File: src/rtl/mem_loader.sv
// Streams words into processor RAM over the MI/RI strobe port while holding the CPU.
// Each word costs an MI (address) cycle and an RI (data) cycle; MAR is parked at the end.
module mem_loader #(
   parameter int WIDTH     = 16,
   parameter int MAX_WORDS = 256,
   parameter int PARK_ADDR = 0
) (
   input  logic             clk,
   input  logic             reset,
   input  logic             start,
   input  logic [WIDTH-1:0] start_addr,
   input  logic             abort,
   input  logic             in_valid,
   input  logic [WIDTH-1:0] in_data,
   input  logic             in_last,
   output logic             in_ready,
   output logic             mem_mi,
   output logic             mem_ri,
   output logic [WIDTH-1:0] mem_write,
   output logic             cpu_hold,
   output logic             busy,
   output logic             done,
   output logic             overflow,
   output logic [WIDTH:0]   word_count
);

   typedef enum logic [2:0] {IDLE, ADDR, DATA, PARK, FIN} state_t;

   localparam logic [WIDTH:0]   MAX_COUNT  = (WIDTH+1)'(MAX_WORDS);
   localparam logic [WIDTH-1:0] PARK_VALUE = WIDTH'(PARK_ADDR);

   state_t           state;
   logic [WIDTH-1:0] addr;
   logic             mi_q;
   logic             hold_q;
   logic             busy_q;
   logic             done_q;
   logic [WIDTH:0]   count_next;

   assign count_next = word_count + (WIDTH+1)'(1);

   // abort masks the handshake so the word presented alongside it is never written
   assign in_ready = (state == DATA) && !abort;
   assign mem_ri   = in_ready && in_valid;
   assign mem_mi   = mi_q;
   assign cpu_hold = hold_q;
   assign busy     = busy_q;
   assign done     = done_q;

   always_comb begin
      mem_write = '0;
      case (state)
         ADDR:    mem_write = addr;
         DATA:    mem_write = in_data;
         PARK:    mem_write = PARK_VALUE;
         default: mem_write = '0;
      endcase
   end

   always_ff @(posedge clk or posedge reset) begin
      if (reset) begin
         state      <= IDLE;
         addr       <= '0;
         word_count <= '0;
         overflow   <= 1'b0;
         mi_q       <= 1'b0;
         hold_q     <= 1'b0;
         busy_q     <= 1'b0;
         done_q     <= 1'b0;
      end else begin
         done_q <= 1'b0;
         case (state)
            IDLE: begin
               if (start) begin
                  state      <= ADDR;
                  addr       <= start_addr;
                  word_count <= '0;
                  overflow   <= 1'b0;
                  mi_q       <= 1'b1;
                  hold_q     <= 1'b1;
                  busy_q     <= 1'b1;
               end
            end
            ADDR: begin
               if (abort) begin
                  state <= PARK;
               end else begin
                  state <= DATA;
                  mi_q  <= 1'b0;
               end
            end
            DATA: begin
               if (abort) begin
                  state <= PARK;
                  mi_q  <= 1'b1;
               end else if (in_valid) begin
                  addr       <= addr + WIDTH'(1);
                  word_count <= count_next;
                  mi_q       <= 1'b1;
                  if (in_last) begin
                     state <= PARK;
                  end else if (count_next == MAX_COUNT) begin
                     state    <= PARK;
                     overflow <= 1'b1;
                  end else begin
                     state <= ADDR;
                  end
               end
            end
            PARK: begin
               state  <= FIN;
               mi_q   <= 1'b0;
               hold_q <= 1'b0;
               done_q <= 1'b1;
            end
            FIN: begin
               state  <= IDLE;
               busy_q <= 1'b0;
            end
            default: begin
               state  <= IDLE;
               mi_q   <= 1'b0;
               hold_q <= 1'b0;
               busy_q <= 1'b0;
            end
         endcase
      end
   end

endmodule

File: config.mk
export PLATFORM = sky130hd
export DESIGN_NAME = mem_loader
export DESIGN_NICKNAME = d
export VERILOG_FILES = /design/src/rtl/mem_loader.sv
export SDC_FILE = /design/constraint.sdc
export NUM_CORES = 1
export LEC_CHECK = 0
export CORE_ASPECT_RATIO = 1.5
export CORE_MARGIN = 2
export CORE_UTILIZATION = 30
export DETAILED_ROUTE_END_ITERATION = 10
export HOLD_SLACK_MARGIN = 0.08
export SYNTH_ARGS = -nofsm -noshare
export SYNTH_HDL_FRONTEND = slang
export SYNTH_SLANG_ARGS = --single-unit
File: constraint.sdc
create_clock -name clk -period 2.7 [get_ports clk]
set_input_delay 0.27 -clock clk [delete_from_list [all_inputs] [get_ports clk]]
set_output_delay 0.27 -clock clk [all_outputs]
set_load 0.005 [all_outputs]
; Word level (Yosys, flattened, before mapping)
; Cells that the tools add are included.
[word_totals]
register_bits = 41
elab_cells = 68
[classes]
add_sub_neg = 2
eq_ne = 12
n_mux = 30
bitwise = 3
n_reduce_logical = 13
[op_table]
columns = cell, n
row1 = $pmux W16 S2, 2
row2 = $mux W17, 3
row3 = $mux W16, 3
row4 = $pmux W17 S2, 1
row5 = $add A17 B1 Y17 const B, 1
row6 = $eq A17 B9 Y1 const B, 1
row7 = $add A16 B1 Y16 const B, 1
row8 = $pmux W3 S4, 1
row9 = $mux W1, 11
row10 = $ne A2 B2 Y1 const B, 5
row11 = $mux W3, 3
row12 = $reduce_and A4 Y1, 2
row13 = $eq A3 B2 Y1 const B, 2
row14 = $pmux W1 S2, 3
row15 = $reduce_and A2 Y1, 3
row16 = $reduce_and A6 Y1, 1
row17 = $reduce_or A3 Y1, 2
row18 = $mux W2, 2
row19 = $pmux W1 S4, 1
row20 = $eq A3 B1 Y1 const B, 1
row21 = $eq A3 B3 Y1 const B, 1
row22 = $logic_not A3 Y1, 1
row23 = $ne A3 B3 Y1 const B, 1
row24 = $not A1 Y1, 3
row25 = other kinds (4), 5

; Longest topological paths before layout
[depth]
word_depth = 7
depth_mapped = 10
mapped_depth_nobuf = 7

; Least setup slack after synthesis
; Ideal clock, no wire load.
[synth_timing]
path_type = flip-flop to flip-flop
startpoint = register word_count[0]
endpoint = register overflow
setup_time_ns = 0.118
arrival_ns = 1.701
required_ns = 2.582
path_slack_ns = 0.881
stages_incl_launch_ff = 9
n_path_buf = 1
period_less_slack_ns = 1.819
path_cell_list = dfrtp_1 -> ha_1 -> and4_1 -> buf_2 -> and4_1 -> and3_1 -> o211a_1 -> nand4_1 -> nand2_1
[synth_between]
elab_chain_len = 4
[synth_lines]
columns = item, line_no
row1 = from (decl), 24  ; output logic [WIDTH:0] word_count
row2 = from (signal assigned), 98  ; word_count <= count_next;
row3 = $add A17 B1 Y17, 40  ; assign count_next = word_count + (WIDTH+1)'(1);
row4 = $eq A17 B9 Y1, 102  ; end else if (count_next == MAX_COUNT) begin
row5 = $ne A2 B1 Y1 (no line), -
row6 = $reduce_and A6 Y1 (no line), -
row7 = to (signal assigned), 65  ; overflow <= 1'b0;
row8 = to (signal assigned), 78  ; overflow <= 1'b0;
row9 = to (signal assigned), 104  ; overflow <= 1'b1;
row10 = to (decl), 23  ; output logic overflow,
; Every way passes these cells.
; A chain may end at the register's enable or synchronous reset.

; Worst setup path in the final report
[layout_timing]
startpoint = register state[2]
endpoint = output mem_ri
[layout_between]
elab_chain_len = 3
[layout_lines]
columns = item, line_no
row1 = from (decl), 32  ; state_t state;
row2 = from (signal assigned), 62  ; state <= IDLE;
row3 = from (signal assigned), 75  ; state <= ADDR;
row4 = from (signal assigned), 86  ; state <= PARK;
row5 = $eq A3 B2 Y1, 43  ; assign in_ready = (state == DATA) && !abort;
row6 = $logic_and A1 B1 Y1, 43
row7 = $logic_and A1 B1 Y1, 44  ; assign mem_ri = in_ready && in_valid;
row8 = to (decl), 18  ; output logic mem_ri,
; Every way passes these cells.

==> impl_metrics.json <==
{
  "num_vias": 2707,
  "coreArea_um2": 8780,
  "via_per_inst": 5.39,
  "status": "complete, no violations",
  "cts.sinks": 41,
  "clockRootBuffer": "clkbuf_16",
  "dr.first_iter.drc_count": 167,
  "period_share": 0.877,
  "grt_pass1_vias": 2678,
  "critPathMaxFanout": 46,
  "cts.repair.resized": 0,
  "synth-main-ff-cell": "dfrtp_1",
  "syn_nets": 362,
  "area_growth_pct": 38.2,
  "layout_min_cycle_time_ps": 2370,
  "yosysTopAreaCellShare": 0.380,
  "synth_edf_count": 0,
  "crit_start": "state[2]",
  "rrSetupSlack_ps": 670,
  "setup_viol": 0,
  "num_rows": 42,
  "synthAdderAreaFrac": 0.00927,
  "vdd_ir_drop_max_mv": 0.428,
  "die-area_um2": 9790,
  "postSynthCellCount": 322,
  "hp-class": "in -> async",
  "die_w_um": 81.5,
  "die_h_um": 120,
  "numPortBuffers": 77,
  "cts_tree": "yes",
  "crit_type": "reg -> out",
  "yosysUniqueCellTypes": 51,
  "ys_warn_count": 0,
  "worstMarginPinSlew_ps": 530,
  "syn_area_per_cell_um2": 8.39,
  "synth_compound_area_frac": 0.274,
  "p_clk_frac": 0.217,
  "arrival_ps": 2100,
  "combPwrFrac": 0.459,
  "syn_area_um2": 2700,
  "grt_max_degree": 47,
  "hpwl_um": 5560,
  "synthTopCellsByArea": "dfrtp_1 38%, a22o_1 6.5%, a21oi_1 5.9%",
  "initial_core_util": 0.308,
  "routedWlPerCell_um": 15.5,
  "yosys.area.top_type": "dfrtp_1",
  "slew_viol_final": 0,
  "place_inst": 494,
  "p_seq_frac": 0.324,
  "nNetsFinal": 431,
  "drc": 0,
  "clk_pin_slew_ps": 60,
  "place.gp.congestion": 0.827,
  "ys_ff_latch": 41,
  "synth_most_common_cell": "dfrtp_1",
  "grt_pass1_wl_um": 12900,
  "io_pins": 78,
  "start_kind": "flip-flop",
  "maxCapViolations": 0,
  "htree_levels": 2,
  "critPathRequiredTime_ps": 2430,
  "postCtsSetupBuffers": 0,
  "netSwitchingFraction": 0.373,
  "synth-xor-area-share": 0.0195,
  "clock_path_buffers": 2,
  "max_freq_mhz": 422,
  "cts_buffers": 5,
  "gr-total-overflow": 0,
  "synth_top_family_by_area": "compound AO/OA/AOI/OAI gates",
  "rsz0062_at_grt": "no",
  "synthArstFlopShare": 1.00,
  "yosys.area_share.simple": 0.253,
  "n_antenna_cell": 0,
  "cp-end-kind": "output port",
  "yosys-top-cells-count": "41 x dfrtp_1, 39 x nand2_1, 32 x a21oi_1, 32 x o21ai_0, 23 x nor2_1",
  "stdcell_count": 502,
  "setup-tns-final_ps": 0,
  "drive_gt1_frac": 0.0791,
  "internal_power_mw": 2.05,
  "rr_startpoint": "word_count[0]",
  "cts_hold_buf": 0,
  "antenna_found_initial": 0,
  "power_leakage_nw": 1.49,
  "max_slew_margin": 0.647,
  "muxShareOfSynthArea": 0.00927,
  "synth_seq_area_share": 0.380,
  "finClkSkew_ps": 4.54,
  "grtUsageTotal": 0.168,
  "powerDensity_nw_per_um2": 876,
  "crit_path_end": "mem_ri",
  "routed_wl_um": 7790,
  "p_sw_mw": 1.22,
  "reg2reg_to": "state[1]",
  "ff2ff_path_depth": 7,
  "antenna_left": 0,
  "firstDrtPassIters": 4,
  "clk_latency_ps": 280,
  "hold_viol_final": 0
}
logic make-up (layout without fill, tap and decap cells):
kind of cell,count (synthesis),after routing
mux,2,2
simple gates,126,126
xor+xnor,6,6
flops,41,41
compound gates,117,117
fa+ha+maj,2,2
buf+inv,28,98
how the worst min path moves through the flow:
stage	start	to	slack [ps]
after floorplan	start_addr[0]	addr[0]	400
after global placement	overflow	overflow	490
after detailed placement	overflow	overflow	500
after CTS	reset	addr[3]	450
after global routing	reset	busy	480
final	reset	word_count[15]	420
area by class of cell:
class,count,area (um^2)
timing repair buffer,85,843
fill,872,5040
multi-input combinational,253,1530
clock buffer,6,139
tap,110,138
sequential,41,1030
clock inverter,2,37.5
inverter,5,18.8
routing by layer:
layer	vias to the layer above	part of all wire	global-route usage
met5	-	0	0
met4	0	0.022	0.0678
met3	11	0.050	0.0254
li1	1338	-	-
met1	1283	0.41	0.198
met2	75	0.52	0.296
power groups by stage:
stage | registers (mW) | logic [mW] | clock network [mW]
after floorplan | 0.949 | 0.974 | 0
after global placement | 1.06 | 1.49 | 0
after detailed placement | 1.07 | 1.52 | 0
after CTS | 1.06 | 1.52 | 0.727
after global routing | 1.10 | 1.69 | 0.749
final | 1.06 | 1.50 | 0.711
metrics by stage:
step	worst slack (ps)	hold WS (ps)	power (mW)	cell area (um^2)	util
finish	332	425	3.27	3730	0.425
global route	221	483	3.55	3730	0.425
CTS	324	455	3.31	3730	0.425
detailed placement	446	499	2.59	3560	0.405
global placement	463	487	2.55	3560	0.405
floorplan	881	403	1.92	2700	-
critical path: stages, from the launching register on:
cell             delay [ps]
dfrtp_1                 500
nor2_4                  200
and2_1                  190
buf_12                  220
nand2_2                  90
inv_1                   100
clkdlybuf4s50_1         500
layout by cell type, fill, tap and decap left out, drive strengths merged, types with 2 or more instances in the layout:
| cell type | instances |
|---|---|
| o21ai | 39 |
| a211oi | 2 |
| nor2b | 2 |
| nand4 | 10 |
| nor2 | 24 |
| inv | 5 |
| or3 | 3 |
| o41ai | 3 |
| a21oi | 32 |
| xor2 | 3 |
| buf | 8 |
| and3 | 5 |
| dfrtp | 41 |
| a31oi | 3 |
| xnor2 | 3 |
| nand2b | 4 |
| a32oi | 2 |
| nor3 | 10 |
| o22ai | 6 |
| nand2 | 40 |
| nor4 | 3 |
| ha | 2 |
| and2 | 3 |
| o31ai | 5 |
| a22o | 20 |
| nand3 | 17 |
| clkdlybuf4s50 | 77 |
| clkbuf | 6 |
| and4 | 3 |
flip-flops by register name (all words and copies together) (netlist names):
signal and cells:
state 3, done 1, overflow 1, cpu_hold 1, word_count 17, busy 1, mem_mi 1, addr 16
Power figures use the tool's default switching activity.
